===== config.mk =====
export PLATFORM = sky130hd
export DESIGN_NAME = serial_adder_flat
export DESIGN_NICKNAME = d
export VERILOG_FILES = /design/src/rtl/serial_adder_if.sv /design/src/rtl/serial_adder.sv /design/src/flat_wrapper.sv
export SDC_FILE = /design/constraint.sdc
export NUM_CORES = 1
export LEC_CHECK = 0
export CORE_MARGIN = 2
export CORE_UTILIZATION = 39
export DETAILED_ROUTE_END_ITERATION = 16
export GPL_ROUTABILITY_DRIVEN = 0
export GPL_TIMING_DRIVEN = 0
export HOLD_SLACK_MARGIN = 0.03
export PLACE_DENSITY_LB_ADDON = 0.12
export SLEW_MARGIN = 20
export SYNTH_ARGS = -nofsm -noshare
export SYNTH_HDL_FRONTEND = slang
export SYNTH_HIERARCHICAL = 1
export SYNTH_SLANG_ARGS = --single-unit

===== constraint.sdc =====
create_clock -name clk -period 2.59 [get_ports clk]
set_clock_uncertainty 0.1 [all_clocks]
set_input_delay 0.777 -clock clk [delete_from_list [all_inputs] [get_ports clk]]
set_output_delay 0.777 -clock clk [all_outputs]
set_load 0.01 [all_outputs]

===== src/rtl/serial_adder_if.sv =====
// Start/busy/done handshake and data bus between a controller and serial_adder.
// fsm_state mirrors the adder's internal state so checkers can observe it.
interface serial_adder_if #(
   parameter int WIDTH = 8
);
   logic             start;
   logic [WIDTH-1:0] a;
   logic [WIDTH-1:0] b;
   logic             c;
   logic             busy;
   logic             done;
   logic [WIDTH-1:0] s;
   logic             cout;
   logic [1:0]       fsm_state;

   // start is sampled on every rising edge and accepted only when busy is low;
   // a, b and c are captured on that same edge. done pulses one cycle with s/cout valid.
   modport master (
      output start, a, b, c,
      input  busy, done, s, cout, fsm_state
   );

   modport slave (
      input  start, a, b, c,
      output busy, done, s, cout, fsm_state
   );
endinterface


===== src/rtl/serial_adder.sv =====
// Bit-serial WIDTH-bit adder: one fulladder evaluation per clock, LSB first,
// with the carry held in a flip-flop between steps.
module fulladder (
   input  logic a,
   input  logic b,
   input  logic cin,
   output logic s,
   output logic cout
);
   assign s    = a ^ b ^ cin;
   assign cout = (a & b) | (cin & (a ^ b));
endmodule

module serial_adder #(
   parameter int WIDTH = 8
) (
   input logic          clk,
   input logic          rst,
   serial_adder_if.slave bus
);
   typedef enum logic [1:0] {
      IDLE = 2'd0,
      RUN  = 2'd1,
      DONE = 2'd2
   } state_t;

   localparam int             CW   = (WIDTH > 1) ? $clog2(WIDTH) : 1;
   localparam logic [CW-1:0]  LAST = CW'(WIDTH - 1);

   state_t           state;
   state_t           state_next;
   logic [WIDTH-1:0] a_sr;
   logic [WIDTH-1:0] b_sr;
   logic [WIDTH-1:0] psum;
   logic [WIDTH-1:0] psum_next;
   logic [WIDTH-1:0] s_reg;
   logic             carry;
   logic             cout_reg;
   logic [CW-1:0]    cnt;
   logic             fa_s;
   logic             fa_cout;
   logic             accept;
   logic             last_step;

   fulladder u_fa (
      .a    (a_sr[0]),
      .b    (b_sr[0]),
      .cin  (carry),
      .s    (fa_s),
      .cout (fa_cout)
   );

   assign accept    = bus.start && (state != RUN);
   assign last_step = (state == RUN) && (cnt == LAST);
   // New sum bit enters at the MSB so after WIDTH steps bit 0 sits at the LSB.
   assign psum_next = (psum >> 1) | (WIDTH'(fa_s) << (WIDTH - 1));

   always_ff @(posedge clk or posedge rst) begin
      if (rst) state <= IDLE;
      else     state <= state_next;
   end

   always_comb begin
      state_next = state;
      case (state)
         IDLE:    if (bus.start) state_next = RUN;
         RUN:     if (cnt == LAST) state_next = DONE;
         DONE:    state_next = bus.start ? RUN : IDLE;
         default: state_next = IDLE;
      endcase
   end

   always_ff @(posedge clk or posedge rst) begin
      if (rst) begin
         a_sr     <= '0;
         b_sr     <= '0;
         psum     <= '0;
         carry    <= 1'b0;
         cnt      <= '0;
         s_reg    <= '0;
         cout_reg <= 1'b0;
      end else if (accept) begin
         a_sr  <= bus.a;
         b_sr  <= bus.b;
         carry <= bus.c;
         psum  <= '0;
         cnt   <= '0;
      end else if (state == RUN) begin
         a_sr  <= a_sr >> 1;
         b_sr  <= b_sr >> 1;
         carry <= fa_cout;
         psum  <= psum_next;
         cnt   <= cnt + 1'b1;
         // Outputs only move on completion; they hold the old result during RUN.
         if (last_step) begin
            s_reg    <= psum_next;
            cout_reg <= fa_cout;
         end
      end
   end

   assign bus.busy      = (state == RUN);
   assign bus.done      = (state == DONE);
   assign bus.s         = s_reg;
   assign bus.cout      = cout_reg;
   assign bus.fsm_state = state;
endmodule


===== src/flat_wrapper.sv =====
// flat-port wrapper written by rule: the top's interface ports become plain ports
module serial_adder_flat 
#(
   parameter int WIDTH = 8
)
  (clk, rst, bus_start, bus_a, bus_b, bus_c, bus_busy, bus_done, bus_s, bus_cout, bus_fsm_state);
  serial_adder_if #(.WIDTH(WIDTH)) bus_i ();
  input logic clk;
  input logic rst;
  input wire logic [$bits(bus_i.start)-1:0] bus_start;
  input wire logic [$bits(bus_i.a)-1:0] bus_a;
  input wire logic [$bits(bus_i.b)-1:0] bus_b;
  input wire logic [$bits(bus_i.c)-1:0] bus_c;
  output wire logic [$bits(bus_i.busy)-1:0] bus_busy;
  output wire logic [$bits(bus_i.done)-1:0] bus_done;
  output wire logic [$bits(bus_i.s)-1:0] bus_s;
  output wire logic [$bits(bus_i.cout)-1:0] bus_cout;
  output wire logic [$bits(bus_i.fsm_state)-1:0] bus_fsm_state;
  assign bus_i.start = bus_start;
  assign bus_i.a = bus_a;
  assign bus_i.b = bus_b;
  assign bus_i.c = bus_c;
  assign bus_busy = bus_i.busy;
  assign bus_done = bus_i.done;
  assign bus_s = bus_i.s;
  assign bus_cout = bus_i.cout;
  assign bus_fsm_state = bus_i.fsm_state;
  serial_adder #(.WIDTH(WIDTH)) u_core (.clk(clk), .rst(rst), .bus(bus_i));
endmodule

* After elaboration in Yosys (flattened, before gate mapping)
Index checks and enable logic that the tools add are counted.
** Storage, ports and cells
- Bits in registers :: 39
- Bits in latches :: 0
- Memory bits (writable) :: 0
- Memory bits (read-only) :: 0
- Bits of input ports :: 20
- Output and inout bits :: 13
- Word-level logic and storage cells :: 42
- Memories :: 0
** Operators by class
- $add $sub $neg :: 1
- Multipliers :: 0
- Divide/modulo/power cells :: 0
- Magnitude comparators :: 0
- Equality and inequality tests :: 6
- Shifts and indexed selects :: 0
- Multiplexer cells :: 14
- Bitwise operators :: 7
- Reduce and logical (&&, ||, !) cells :: 6
** Operators by type and width (count)
- 2-to-1 mux 8 bit :: 6
- bitwise OR 7 x 8 -> 8 bit :: 1
- 2-to-1 mux 3 bit :: 2
- case mux 2 bit (3 select lines) :: 1
- 2-to-1 mux 2 bit :: 2
- != test 2 x 1 -> 1 bit, second input constant :: 2
- adder 3 x 1 -> 3 bit, second input constant :: 1
- == test 3 bit, second input constant :: 1
- 2-to-1 mux 1 bit :: 3
- AND reduction 3 bit :: 1
- AND 1 bit :: 2
- == test 2 x 1 -> 1 bit, second input constant :: 1
- == test 2 bit, second input constant :: 1
- logical AND 1 bit :: 2
- logical NOT 2 bit :: 1
- != test 2 bit, second input constant :: 1
- AND reduction 2 bit :: 1
- nonzero test 2 bit :: 1
- XOR 1 bit :: 2
- inverter 1 bit :: 1
- bitwise OR 1 bit :: 1

* Depth between registers and ports, before layout
- Depth after elaboration :: 5
- Gate-level depth with buffers :: 5
- Depth with buffers taken out :: 4

* By module
The synthesis kept the hierarchy.
** Modules (own cells, without submodules)
- serial_adder :: instances 1, cells an instance 118, area an instance 1779.2 µm²
- fulladder :: instances 1, cells an instance 1, area an instance 20.0 µm²

* Least setup slack after synthesis
No wires, ideal clock.
- Path kind :: register to output
- From :: register u_core.state[1] (netlist: u_core/bus.fsm_state[1])
- To :: output bus_busy
- Arrival time :: 0.989 ns
- Data required time :: 1.713 ns
- Path slack :: 0.724 ns
- Cell stages (with the launch flop) :: 5
- Path buffers :: 2
- Path through :: dfrtp_1 -> nand2b_1 -> buf_2 -> buf_6 -> inv_1
** On the way
- Cells in the longest elaborated chain, start to end :: 1
** Ends and longest elaborated chain
- start: declaration :: line serial_adder.sv:30 : state_t state;
- start signal: assignment :: line serial_adder.sv:60 : else state <= state_next;
- == test 2 x 1 -> 1 bit :: line serial_adder.sv:102 : assign bus.busy = (state == RUN);
- end: declaration :: line flat_wrapper.sv:14 : output wire logic [$bits(bus_i.busy)-1:0] bus_busy;
Every way passes these cells.

* Worst setup path after layout
Same ends and word-level chain as after synthesis.

==> flow_summary.toml <==
[outcome]
status = "complete, no violations"

[min_path]
hold_end = "u_core/a_sr[5]$_DFFE_PP0P_"
holdPathStages = 1
hold_path.class = "reg -> reg"
hold_start = "u_core/a_sr[6]$_DFFE_PP0P_"

[critical_path]
r2r_cells = 5
cp_data_required_time_ps = 1710
path_class = "reg -> out"
regToRegSetupSlack_ps = 870
critPathMaxStageDelay_ps = 400
worstPathMaxFanout = 10
end_kind = "output pin"
cp.arrival_ps = 1550
cp_cell_sequence = "nand2b_1 > clkbuf_4 > buf_6 > inv_1 > dlygate4sd2_1"
startpoint_type = "register"
r2r-end = "u_core/bus.s[0]$_DFFE_PP0P_"
slowest_stage = "dfrtp_1"
worst-path-buf-inv = 4
r2r-start = "u_core/cnt[0]$_DFFE_PP0P_"
cp_top_family = "buffers and inverters"

[floorplanning]
die_x_microns = 71.92
io_pins = 33
rows = 24
dieArea_sq_um = 5172
die_h_microns = 71.92
core-area_sq_um = 4414
start_util = 0.4076

[yosys]
synth_mux_area_frac = 0.3463
ys_warn_count = 6
synth_top_family_by_area = "multiplexers"
synth_area_per_cell_sq_um = 15.12
synthSimpleGateAreaFrac = 0.05007
synth_compound_area_frac = 0.003477
yosysSeqAreaShare = 0.5285
synthAdderAreaFrac = 0.02503
netlist_area_sq_um = 1799
yosysUniqueCellTypes = 15
synth_cells = 119
synth-xor-area-share = 0
ys_seq_elements = 38
syn_nets = 142

[run]
cap_violations = 0

[power]
p_leak_nw = 1.066
p_per_area_nw_per_um2 = 1044
total_power_w = 0.002386
ir_drop_mv = 0.5003

[clock_tree]
clkLatencyLatePin_ps = 280
cts_tree = "done"
numCtsBuffers = 5
clk_pin_slew_ps = 70
cts_root_buffer = "clkbuf_8"
cts_sinks = 38
clock_path_buffers = 2
h-tree-depth = 2

[final_layout]
area_delta_synth_final_pct = 27.05
antennaDiodeCount = 0
multiInputGateArea_sq_um = 764.5
fillers = 376
drive_above_1_share = 0.4013
final_common_cell = "dfrtp_1"
regArea_sq_um = 950.9
final_cell_mix = "38 x dfrtp_1, 34 x mux2_2, 30 x clkdlybuf4s50_1"
fin_nets = 181

[sta]
relSlewSlack = 0.7098
clock.fmax_mhz = 412.6
hold_viol_final = 0
slew_viol_final = 0
rsz0062_at_grt = "false"
setup_tns_ps = 0
fin_crit_sh = 0.9358
finalSetupViolCount = 0
min_period_ps = 2424
worstMarginPinSlew_ps = 434.7

[routing]
wire_per_inst_microns = 14.91
routed-via-count = 1002
ant_nets = 0
viasPerCell = 4.794
drtIter0Drc = 53
wl_microns = 3116
drc = 0
dr.pass1.iters = 3

[placed_design]
post-dp-hpwl_microns = 2234
port_buffers = 31

[grt]
grt_pass1_wl_microns = 5595
grt_start_max_net_pins = 22
antenna_found_initial = 0
grtUsageTotal = 0.1451
grt_pass1_vias = 1144
grt.overflow.total = 0
-- cells in the mapped netlist --
library cell   n  area (sq um)
nor2_1         2         7.510
mux2_4        14         210.2
buf_6          3         33.78
nand3b_1       1         7.510
fa_1           1         20.02
nor2b_1       10         62.56
mux2i_1        3         30.03
dfrtp_1       38         950.9
o22ai_1        1         6.260
mux2_2        34         382.9
inv_1          4         15.01
ha_1           2         25.02
nand2b_1       2         12.51
buf_12         1         20.02
buf_2          3         15.01
-- worst max-delay path by stage --
stage / startpoint / end / slack, ps / cells past startpoint
floorplan: u_core/bus.fsm_state[1]$_DFFE_PP0P_ / bus_busy / 720 / 4
global placement: rst / u_core/a_sr[1]$_DFFE_PP0P_ / 40 / 2
detailed placement: u_core/bus.fsm_state[1]$_DFFE_PP0P_ / bus_busy / 180 / 5
CTS: u_core/bus.fsm_state[0]$_DFFE_PP0P_ / bus_busy / 90 / 5
global route: u_core/bus.fsm_state[0]$_DFFE_PP0P_ / bus_busy / 40 / 5
finish: u_core/bus.fsm_state[1]$_DFFE_PP0P_ / bus_busy / 170 / 5
-- per-stage QoR --
step           hold WS, ps  setup WS (ps)  cell area [sq um]    util  std cells
2_1_floorplan        352.8          724.3               1799       -        119
3_3_place_gp         368.3          35.68               2175  0.4926        202
3_5_place_dp         389.4          182.8               2202  0.4989        203
4_1_cts              405.3          92.01               2283  0.5173        209
5_1_grt              410.9          37.97               2286  0.5179        209
6_report             401.3          166.4               2286  0.5179        209
-- logic make-up (layout without fill, tap and decap cells) --
group	Yosys count	after routing
buffers and inverters	11	49
flip-flops	38	38
AO/OA/AOI/OAI	1	1
multiplexers	51	51
adder cells (fa/ha/maj)	3	3
AND/OR/NAND/NOR	15	15
-- what timing repair did --
| action | 4_1_cts | 5_1_grt |
|---|---|---|
| pin swaps | 0 | 0 |
| gates resized for setup | 1 | 1 |
| hold endpoints to repair | 0 | 0 |
| buffers inserted | 0 | 0 |
| setup endpoints to repair | 1 | 1 |
| hold buffers | 0 | 0 |
-- routing by layer --
layer,up-vias,part of all wire,track usage
met3,2,0.047,0.05556
met1,500,0.46,0.1842
li1,481,-,-
met2,19,0.49,0.2253
met4,0,0.0074,0.05660
met5,-,0,0
-- worst reg2reg max path, delay by kind of cell, from the launching register on --
family	cells	cell delay, ps
mux	1	370
buf+inv	1	250
simple gates	1	80
flops	1	400
fa+ha+maj	2	400
-- where the power goes --
group          internal (W)  switching (W)  leakage, nW  total [W]
combinational      0.000658       0.000343        0.537    0.00100
sequential         0.000851       0.000142        0.486   0.000993
clock              0.000205       0.000188       0.0431   0.000393
total               0.00171       0.000673         1.07    0.00239
-- final cells by class --
type | count | share of cell area
plain buffers | 7 | 0.03120
flip-flops and latches | 38 | 0.4160
clock buffers | 6 | 0.03612
multi-input cells | 70 | 0.3344
repair buffers | 32 | 0.1472
well taps | 52 | 0.02846
inverters | 4 | 0.006568
(Power assumes the default switching activity.)
